--- config.mk ---
export PLATFORM = sky130hd
export DESIGN_NAME = zerosoc_gpio_side_flat
export DESIGN_NICKNAME = d
export VERILOG_FILES = /design/src/rtl/zerosoc_gpio_pkg.sv /design/src/rtl/zerosoc_gpio_side_if.sv /design/src/rtl/zerosoc_gpio_filter.sv /design/src/rtl/zerosoc_gpio_side.sv /design/src/flat_wrapper.sv
export SDC_FILE = /design/constraint.sdc
export NUM_CORES = 1
export LEC_CHECK = 0
export ABC_AREA = 1
export BUFFER_PORTS_ARGS = -buffer_cell sky130_fd_sc_hd__buf_2
export CORE_MARGIN = 8
export CORE_UTILIZATION = 35
export DETAILED_ROUTE_END_ITERATION = 8
export PLACE_DENSITY_LB_ADDON = 0.2
export RECOVER_POWER = 50
export SLEW_MARGIN = 0
export SYNTH_ARGS = -nofsm -noshare
export SYNTH_HDL_FRONTEND = slang
export SYNTH_SLANG_ARGS = --single-unit
--- constraint.sdc ---
create_clock -name clk -period 21.1 [get_ports clk]
set_clock_uncertainty 0.1 [all_clocks]
set_input_delay 4.22 -clock clk [delete_from_list [all_inputs] [get_ports clk]]
set_output_delay 4.22 -clock clk [all_outputs]
set_load 0.02 [all_outputs]
--- src/rtl/zerosoc_gpio_pkg.sv ---
// Shared constants for the per-side GPIO controller: register map, bus widths, reset values.
package zerosoc_gpio_pkg;

  localparam int ADDR_W = 5;
  localparam int DATA_W = 32;

  localparam logic [ADDR_W-1:0] ADDR_OUT       = 5'h00;
  localparam logic [ADDR_W-1:0] ADDR_OEN       = 5'h01;
  localparam logic [ADDR_W-1:0] ADDR_IE        = 5'h02;
  localparam logic [ADDR_W-1:0] ADDR_IN        = 5'h03;
  localparam logic [ADDR_W-1:0] ADDR_RISE_EN   = 5'h04;
  localparam logic [ADDR_W-1:0] ADDR_FALL_EN   = 5'h05;
  localparam logic [ADDR_W-1:0] ADDR_STATUS    = 5'h06;
  localparam logic [ADDR_W-1:0] ADDR_TECH_BASE = 5'h08;

  // Pads come out of reset tristated (oen is active-low).
  localparam logic OEN_RESET_BIT = 1'b1;

  typedef enum logic [1:0] {
    BUS_IDLE  = 2'd0,
    BUS_WRITE = 2'd1,
    BUS_READ  = 2'd2
  } bus_op_e;

  function automatic bus_op_e busOp(input logic valid, input logic write);
    if (!valid) begin
      return BUS_IDLE;
    end
    return write ? BUS_WRITE : BUS_READ;
  endfunction

  function automatic logic [ADDR_W-1:0] techAddr(input int unsigned pad);
    return ADDR_TECH_BASE + ADDR_W'(pad);
  endfunction

endpackage

--- src/rtl/zerosoc_gpio_side_if.sv ---
// Register bus between the core interconnect and one GPIO side controller.
interface zerosoc_gpio_side_if;
  import zerosoc_gpio_pkg::*;

  logic              reg_valid;
  logic              reg_write;
  logic [ADDR_W-1:0] reg_addr;
  logic [DATA_W-1:0] reg_wdata;
  logic              reg_ready;
  logic              reg_rvalid;
  logic [DATA_W-1:0] reg_rdata;

  modport master (
    output reg_valid,
    output reg_write,
    output reg_addr,
    output reg_wdata,
    input  reg_ready,
    input  reg_rvalid,
    input  reg_rdata
  );

  modport slave (
    input  reg_valid,
    input  reg_write,
    input  reg_addr,
    input  reg_wdata,
    output reg_ready,
    output reg_rvalid,
    output reg_rdata
  );

endinterface

--- src/rtl/zerosoc_gpio_filter.sv ---
// One pad input: 2-flop synchroniser, plus a stability debouncer when GPIO_DEBOUNCE_EN is defined.
module zerosoc_gpio_filter #(
  parameter int DB_CYC = 4
) (
  input  logic clk,
  input  logic rst,
  input  logic din_i,
  output logic filt_o
);

  logic sync1_q;
  logic sync2_q;

  always_ff @(posedge clk or posedge rst) begin
    if (rst) begin
      sync1_q <= 1'b0;
      sync2_q <= 1'b0;
    end else begin
      sync1_q <= din_i;
      sync2_q <= sync1_q;
    end
  end

`ifdef GPIO_DEBOUNCE_EN
  localparam int CNT_W = (DB_CYC > 1) ? $clog2(DB_CYC) : 1;

  logic [CNT_W-1:0] cnt_q;
  logic [CNT_W-1:0] cnt_d;
  logic             filt_q;
  logic             filt_d;

  // The filtered value only follows the synced input once it has disagreed for DB_CYC straight cycles.
  always_comb begin
    filt_d = filt_q;
    cnt_d  = '0;
    if (sync2_q != filt_q) begin
      if (cnt_q == CNT_W'(DB_CYC - 1)) begin
        filt_d = sync2_q;
      end else begin
        cnt_d = cnt_q + 1'b1;
      end
    end
  end

  always_ff @(posedge clk or posedge rst) begin
    if (rst) begin
      cnt_q  <= '0;
      filt_q <= 1'b0;
    end else begin
      cnt_q  <= cnt_d;
      filt_q <= filt_d;
    end
  end

  assign filt_o = filt_q;
`else
  localparam int unused_db_cyc = DB_CYC;

  assign filt_o = sync2_q;
`endif

endmodule

--- src/rtl/zerosoc_gpio_side.sv ---
// GPIO controller for one padring side: pad output registers, input sync, edge interrupt.
// Optional input debounce is enabled by defining GPIO_DEBOUNCE_EN.
module zerosoc_gpio_side
  import zerosoc_gpio_pkg::*;
#(
  parameter int N      = 9,
  parameter int CFGW   = 16,
  parameter int DB_CYC = 4
) (
  input  logic                clk,
  input  logic                rst,
  zerosoc_gpio_side_if.slave  bus,
  input  logic [N-1:0]        pad_din,
  output logic [N-1:0]        pad_dout,
  output logic [N-1:0]        pad_oen,
  output logic [N-1:0]        pad_ie,
  output logic [N*CFGW-1:0]   pad_tech_cfg,
  output logic                irq
);

  logic [N-1:0]      out_q;
  logic [N-1:0]      oen_q;
  logic [N-1:0]      ie_q;
  logic [N-1:0]      riseEn_q;
  logic [N-1:0]      fallEn_q;
  logic [N-1:0]      status_q;
  logic [N-1:0]      status_d;
  logic [N-1:0]      prev_q;
  logic              irq_q;
  logic              rvalid_q;
  logic [DATA_W-1:0] rdata_q;
  logic [DATA_W-1:0] rdata_d;
  logic [CFGW-1:0]   techCfg_q [N];

  bus_op_e           op;
  logic [N-1:0]      wdataN;
  logic [N-1:0]      filt;
  logic [N-1:0]      inVal;
  logic [N-1:0]      rise;
  logic [N-1:0]      fall;
  logic [N-1:0]      stSet;
  logic [N-1:0]      stClr;

  assign op     = busOp(bus.reg_valid, bus.reg_write);
  assign wdataN = bus.reg_wdata[N-1:0];

  for (genvar gi = 0; gi < N; gi++) begin : g_pin
    zerosoc_gpio_filter #(
      .DB_CYC (DB_CYC)
    ) u_filter (
      .clk    (clk),
      .rst    (rst),
      .din_i  (pad_din[gi]),
      .filt_o (filt[gi])
    );

    assign pad_tech_cfg[gi*CFGW +: CFGW] = techCfg_q[gi];
  end

  localparam int USED_W = (N > CFGW) ? N : CFGW;
  if (USED_W < DATA_W) begin : g_unused_wdata
    logic unused_wdata_hi;
    assign unused_wdata_hi = ^bus.reg_wdata[DATA_W-1:USED_W];
  end

  // Pins with input disabled read as 0 and are excluded from edge detection.
  assign inVal = filt & ie_q;
  assign rise  = filt & ~prev_q & ie_q;
  assign fall  = ~filt & prev_q & ie_q;
  assign stSet = (rise & riseEn_q) | (fall & fallEn_q);
  assign stClr = (op == BUS_WRITE && bus.reg_addr == ADDR_STATUS) ? wdataN : '0;

  // A new event in the same cycle as a write-1-clear keeps the bit set.
  assign status_d = (status_q & ~stClr) | stSet;

  always_comb begin
    rdata_d = '0;
    case (bus.reg_addr)
      ADDR_OUT:     rdata_d[N-1:0] = out_q;
      ADDR_OEN:     rdata_d[N-1:0] = oen_q;
      ADDR_IE:      rdata_d[N-1:0] = ie_q;
      ADDR_IN:      rdata_d[N-1:0] = inVal;
      ADDR_RISE_EN: rdata_d[N-1:0] = riseEn_q;
      ADDR_FALL_EN: rdata_d[N-1:0] = fallEn_q;
      ADDR_STATUS:  rdata_d[N-1:0] = status_q;
      default: begin
        for (int i = 0; i < N; i++) begin
          if (bus.reg_addr == techAddr(i)) begin
            rdata_d[CFGW-1:0] = techCfg_q[i];
          end
        end
      end
    endcase
  end

  always_ff @(posedge clk or posedge rst) begin
    if (rst) begin
      out_q    <= '0;
      oen_q    <= {N{OEN_RESET_BIT}};
      ie_q     <= '0;
      riseEn_q <= '0;
      fallEn_q <= '0;
      for (int i = 0; i < N; i++) begin
        techCfg_q[i] <= '0;
      end
    end else if (op == BUS_WRITE) begin
      case (bus.reg_addr)
        ADDR_OUT:     out_q    <= wdataN;
        ADDR_OEN:     oen_q    <= wdataN;
        ADDR_IE:      ie_q     <= wdataN;
        ADDR_RISE_EN: riseEn_q <= wdataN;
        ADDR_FALL_EN: fallEn_q <= wdataN;
        default: begin
          for (int i = 0; i < N; i++) begin
            if (bus.reg_addr == techAddr(i)) begin
              techCfg_q[i] <= bus.reg_wdata[CFGW-1:0];
            end
          end
        end
      endcase
    end
  end

  always_ff @(posedge clk or posedge rst) begin
    if (rst) begin
      status_q <= '0;
      prev_q   <= '0;
      irq_q    <= 1'b0;
    end else begin
      status_q <= status_d;
      prev_q   <= filt;
      irq_q    <= |status_q;
    end
  end

  always_ff @(posedge clk or posedge rst) begin
    if (rst) begin
      rvalid_q <= 1'b0;
      rdata_q  <= '0;
    end else begin
      rvalid_q <= (op == BUS_READ);
      if (op == BUS_READ) begin
        rdata_q <= rdata_d;
      end
    end
  end

  assign bus.reg_ready  = 1'b1;
  assign bus.reg_rvalid = rvalid_q;
  assign bus.reg_rdata  = rdata_q;
  assign pad_dout       = out_q;
  assign pad_oen        = oen_q;
  assign pad_ie         = ie_q;
  assign irq            = irq_q;

endmodule

--- src/flat_wrapper.sv ---
// flat-port wrapper written by rule: the top's interface ports become plain ports
module zerosoc_gpio_side_flat import zerosoc_gpio_pkg::*;
#(
  parameter int N      = 9,
  parameter int CFGW   = 16,
  parameter int DB_CYC = 4
)
  (clk, rst, pad_din, pad_dout, pad_oen, pad_ie, pad_tech_cfg, irq, bus_reg_valid, bus_reg_write, bus_reg_addr, bus_reg_wdata, bus_reg_ready, bus_reg_rvalid, bus_reg_rdata);
  zerosoc_gpio_side_if bus_i ();
  input  logic clk;
  input  logic rst;
  input  logic [N-1:0] pad_din;
  output logic [N-1:0] pad_dout;
  output logic [N-1:0] pad_oen;
  output logic [N-1:0] pad_ie;
  output logic [N*CFGW-1:0] pad_tech_cfg;
  output logic irq;
  input wire logic [$bits(bus_i.reg_valid)-1:0] bus_reg_valid;
  input wire logic [$bits(bus_i.reg_write)-1:0] bus_reg_write;
  input wire logic [$bits(bus_i.reg_addr)-1:0] bus_reg_addr;
  input wire logic [$bits(bus_i.reg_wdata)-1:0] bus_reg_wdata;
  output wire logic [$bits(bus_i.reg_ready)-1:0] bus_reg_ready;
  output wire logic [$bits(bus_i.reg_rvalid)-1:0] bus_reg_rvalid;
  output wire logic [$bits(bus_i.reg_rdata)-1:0] bus_reg_rdata;
  assign bus_i.reg_valid = bus_reg_valid;
  assign bus_i.reg_write = bus_reg_write;
  assign bus_i.reg_addr = bus_reg_addr;
  assign bus_i.reg_wdata = bus_reg_wdata;
  assign bus_reg_ready = bus_i.reg_ready;
  assign bus_reg_rvalid = bus_i.reg_rvalid;
  assign bus_reg_rdata = bus_i.reg_rdata;
  zerosoc_gpio_side #(.N(N), .CFGW(CFGW), .DB_CYC(DB_CYC)) u_core (.clk(clk), .rst(rst), .bus(bus_i), .pad_din(pad_din), .pad_dout(pad_dout), .pad_oen(pad_oen), .pad_ie(pad_ie), .pad_tech_cfg(pad_tech_cfg), .irq(irq));
endmodule
# Yosys cells after proc, flatten, opt, wreduce, memory -nomap -nowiden

Cells that the tools add are included.

Register bits: 243
Bits in latches: 0
RAM bits: 0
Memory bits (read-only): 0
Output and inout port bits: 206
Word-level logic and storage cells: 101
Memories kept: 0

$add $sub $neg: 0
Multiply operators: 0
Div/mod/pow operators: 0
$lt $le $gt $ge: 0
Equal/unequal tests: 17
Shift operators: 0
Muxes and demuxes: 14
Bitwise gates (word level): 14
Reductions and logical operators: 19

Operators with widths:

| operator             | number |
|---|---|
| $mux W16             | 9 |
| $and A9 B9 Y9        | 8 |
| $pmux W9 S7          | 1 |
| $eq A5 B4 Y1 const B | 8 |
| $not A9 Y9           | 3 |
| $reduce_and A3 Y1    | 9 |
| $or A9 B9 Y9         | 2 |
| $eq A5 B3 Y1 const B | 3 |
| $eq A5 B2 Y1 const B | 2 |
| $reduce_and A2 Y1    | 5 |
| $mux W9              | 1 |
| $reduce_or A9 Y1     | 1 |
| $mux W7              | 1 |
| $reduce_or A7 Y1     | 1 |
| $eq A5 B1 Y1 const B | 1 |
| $eq A5 B5 Y1 const B | 1 |
| $logic_not A5 Y1     | 1 |
| $reduce_or A5 Y1     | 1 |
| $mux W2              | 2 |
| $eq A2 B1 Y1 const B | 1 |
| $eq A2 B2 Y1 const B | 1 |
| $logic_and A1 B1 Y1  | 1 |
| $not A1 Y1           | 1 |

# Longest topological paths before layout

Word-level depth: 11
Gate-level depth with buffers: 13

# By module

A second synthesis with hierarchy kept.

Cells, all modules: 1280
Area total of the unflattened synthesis: 10591.4 um^2

By module, submodules not included:

| module              | times used | cells each | area an instance (um^2) |
|---|---|---|---|
| zerosoc_gpio_side   | 1          | 1253       | 10107.2 |
| zerosoc_gpio_filter | 9          | 3          | 53.8 |

# Worst setup path after synthesis

Ideal clock, no wire load.

Path kind: input -> register
Start point: input port bus_reg_addr[3]
End point: register u_core.techCfg_q (netlist bit u_core.pad_tech_cfg[44])
Setup time: 0.123 ns
Arrival time: 5.294 ns
Required time: 20.877 ns
Slack: 15.582 ns
Cell stages on the path: 11
Cell sequence: inv_1 > nand2_1 > nor2_1 > buf_4 > nand2_4 > nand4_4 > nor3_4 > nand2_2 > buf_4 > nand2_1 > o21ai_2

Word-level cells in the longest chain between the ends: 4
Elaborated cells between the ends (all ways): 9

RTL lines:

| element                              | RTL line                 | RTL |
|---|---|---|
| start, declared                      | flat_wrapper.sv:20       | `input wire logic [$bits(bus_i.reg_addr)-1:0] bus_reg_addr;` |
| $eq A5 B1 Y1 (tied with other cells) | zerosoc_gpio_side.sv:107 | `case (bus.reg_addr)` |
| $reduce_or A5 Y1 (no line)           | --                       |  |
| $not A1 Y1 (no line)                 | --                       |  |
| $reduce_and A3 Y1 (no line) *        | --                       |  |
| end signal, assigned by index        | zerosoc_gpio_side.sv:116 | `techCfg_q[i] <= bus.reg_wdata[CFGW-1:0];` |
| end, declared                        | zerosoc_gpio_side.sv:33  | `logic [CFGW-1:0] techCfg_q [N];` |

Mark *: on every way between the ends. The rest lies on a longest branch, timed or not.
A chain may end at the register's enable or synchronous reset.

==> results by stage <==
Clock tree:
- The CTS buffer count is 27.
- The TritonCTS clock tree is done.
- The quantity of hold-fixing buffers added after cts is 0.
- The tree is rooted in a sky130_fd_sc_hd__clkbuf_16.
- Once the clock tree was built, the setup fixing pass inserted 0 buffers.
- Clock tree synthesis found a total of between 200 and 250 sinks.
- The maximum clock insertion buffer count is 3.
- The clock transition at the registers of the reported paths is around 0.060 ns.
- Post-CTS repair changed the size of 0 cells.
- At the later pin of the worst-skew pair, clock insertion delay measures about 0.54 ns.
- In this run the number of H-tree levels came out at 1.

Synth:
- Of the post-synthesis cell area, the dominant cell type holds 0.5512.
- The number of synthesis warnings is 0.
- sky130_fd_sc_hd__nand2_1 is the most common cell in the netlist.
- The post-synthesis instance area is ~11000 sq um.
- In this run, distinct cell masters in the synthesized netlist total 34.
- Sorting the synthesized cells by area gives the leading types as sky130_fd_sc_hd__dfrtp_1 55%, sky130_fd_sc_hd__nand2_1 13%, sky130_fd_sc_hd__o21ai_0 8.6%.
- The number of synthesized flops with an enable pin is 0.
- The biggest area contributor in the post-synthesis netlist is sky130_fd_sc_hd__dfrtp_1.
- By count the netlist is led by 360 x sky130_fd_sc_hd__nand2_1, 234 x sky130_fd_sc_hd__dfrtp_1, 182 x sky130_fd_sc_hd__o21ai_0.
- For this run, the register share of the synthesized area comes to 0.5735.
- The predominant post-synthesis flop cell is sky130_fd_sc_hd__dfrtp_1.
- Averaged over all synthesized cells, the footprint is approximately 8.7 sq um.
- The cell count after synthesis is 1217.
- For this run, asynchronously set or reset flops after synthesis account for 1.000.
- The total of flip-flops plus latches after synthesis is ~240.

Route:
- The routed design has between 30 and 40 mm of wire.
- The number of antenna-violating nets in the routed design is 0.
- In the final routed layout, each cell accounts on average for roughly 20 um.
- After detailed routing, the number of vias per cell comes to a little under 5.
- The count of unresolved DRC violations after routing is 0.
- The number of violations reported at the end of detailed-routing iteration 0 is about 660.
- The first TritonRoute pass finished after 5 iterations.
- The number of vias after detailed routing is 9034.

Layout:
- Once layout is complete, the utilization of the core stands at 0.4213.
- The number of flip-flops under the largest register name is 144.
- For this run, the post-layout net count is between 1000 and 1500.
- The number of antenna diodes in the final layout is 0.
- The final instance area is 12550 sq um.
- In the final layout, the share of cells above drive strength 1 is 0.09777.
- Compared with the post-synthesis result, the final layout area differs by 18.16%.

STA:
- The count of endpoints failing hold in the final timing report is 0.
- The normalized max-slew margin is -2.475.
- For this run, the top clock speed supported by timing is 0.09765 GHz.
- After layout, the minimum clock period comes to 10.24 ns.
- The number of setup violations in the final report is 0.
- In the final timing run, aggregate negative setup slack is 0 ns.
- The transition time at the pin with the least slew margin is 5.184 ns.
- In the finished design, the share of the clock period the worst path needs comes to 0.4854.
- Setup repair after global routing left no endpoint under its margin.
- The final count of pins violating max slew is ~180.

Power:
- The internal portion of the total power is approximately 870 uW.
- The switching part of the total is 0.3093.
- The share of total power dissipated in sequential elements is 0.456.
- Of the total power, combinational logic draws 0.157.
- Across the VDD grid, the largest voltage drop is roughly 0.057 mV.
- In this run the power density over the cells is around 100 nW/um^2.
- The analysis attributes to cell leakage a power of 5.698 nW.
- The power spent charging and discharging nets is approximately 390 uW.
- The portion of total power attributed to the clock network is 0.387.

Die:
- The core area is 29800 sq um.
- The number of standard-cell rows in the floorplan is 63.
- The initial standard-cell utilization of the core is 0.3565.
- The die is 190.2 um tall.
- The width of the die is approximately 190 um.
- The die footprint is ~36000 sq um.
- The boundary pin count is approximately 260.

Hold path:
- The path type of the worst min-delay path is reg2reg.
- The number of cells traversed by the worst hold path is 0.

Setup path:
- STA puts the critical path data required time at between 20 and 25 ns.
- The highest net fanout along the worst path is about 110.
- On the worst path, the slowest cell contributes a delay of between 2 and 3 ns.
- Traced cell by cell, the critical path runs through buf_2 > clkinvlp_2 > clkbuf_1.
- The worst setup path is launched from a primary input.
- The critical path in this run is classified as in2async.
- Counting cells, the worst reg-to-reg path comes to 8.
- STA puts the critical path data arrival time at roughly 10 ns.
- The capturing element type of the critical path is an asynchronous set/reset pin.
- The critical path's slowest cell is sky130_fd_sc_hd__clkinvlp_2.

GRT:
- The largest net degree at the start of global routing is 115.
- In the global route stage, overall resource usage came out at 0.1985.
- The via count of the first global-routing pass is around 9000.
- The met3 usage in global routing is 0.04005.
- The wire length of the first global-routing pass is approximately 56 mm.
- The layer flagged by global routing as most heavily used is met2.
- The number of antenna violations at the first check in global routing is 1.
- The total congestion overflow after global routing is 0.
- The met1 routing resource usage after global routing is 0.2627.
- For met2 alone, demand over resource in global routing was 0.3268.

Place:
- The global placer's final weighted congestion is about 0.87.
- The total of buffers placed on input and output ports is between 200 and 250.
- The placement-stage cell area is 11880 sq um.
- The post-detailed-placement half-perimeter wirelength is between 20 and 30 mm.

Run status:
- The final reports fail on max-capacitance violations, max-slew violations.
- The run finished, with violations left.

Flow run:
- The max-capacitance violation count is 2.
worst paths after layout:
| path | start | endpoint | slack (ns) |
|---|---|---|---|
| max reg2reg | u_core.pad_tech_cfg[2] | u_core.bus.reg_rdata[2] | 19.46 |
| max in group clk | bus_reg_addr[1] | u_core.pad_tech_cfg[135] | 14.71 |
| max | rst | u_core.irq | 10.86 |
| min reg2reg | u_core.g_pin[3].u_filter.sync1_q | u_core.g_pin[3].u_filter.filt_o | 0.25 |
| min in group asynchronous | rst | u_core.pad_tech_cfg[45] | 5.20 |
| min | u_core.g_pin[3].u_filter.sync1_q | u_core.g_pin[3].u_filter.filt_o | 0.25 |
cell families (layout without fill, tap and decap cells):
logic type,count (synthesis),after routing,synth area share
simple gates,560,560,0.2270
compound gates,263,263,0.1318
flops,243,243,0.5735
buf+inv,149,349,0.06702
other cells,2,17,0.0007070
worst max-delay path: cells and delay by family:
family,cells,cell delay (ns)
buffers and inverters,3,5.63
per-layer routing:
layer  wire length (um)  share of wire
met2              17120           0.47
met4                886          0.024
met5                 13        0.00036
met3               2532          0.069
met1              16000           0.44
cell type report:
class                      count  area, sq um
multi-input combinational    840         3872
tap                          390        488.0
sequential                   243         6092
clock inverter                 8        118.9
timing repair buffer         227        917.1
inverter                      72        271.5
fill                        3149        17240
clock buffer                  42        792.0
power groups by stage:
stage / logic, mW / clock network (mW) / registers (mW)
finish: 0.197 / 0.486 / 0.572
global route: 0.219 / 0.514 / 0.579
CTS: 0.213 / 0.494 / 0.570
detailed placement: 0.213 / 0 / 0.577
global placement: 0.210 / 0 / 0.576
floorplan: 0.0737 / 0 / 0.624
per-stage QoR:
step	setup slack [ns]	cells	hold slack [ns]	power, mW
after floorplan	10.12	1232	0.2312	0.6976
after global placement	14.24	1772	0.2345	0.7859
after detailed placement	14.21	1772	0.2355	0.7898
after CTS	14.77	1822	0.2481	1.277
after global routing	9.488	1822	0.2564	1.312
final	10.86	1822	0.2452	1.255
cells in the final DEF (no fill, tap or decap), drive strengths merged:
master	instances
dfrtp	234
nor4	2
a211oi	1
clkbuf	223
conb	17
bufinv	3
nor3	3
nand3b	1
nand4	38
a22oi	3
dfstp	9
a21oi	23
o311ai	5
buf	46
nand2	372
a21boi	4
inv	70
nor2	88
nand3	56
clkinvlp	1
o21ai	227
clkinv	6
(Power assumes the default switching activity.)
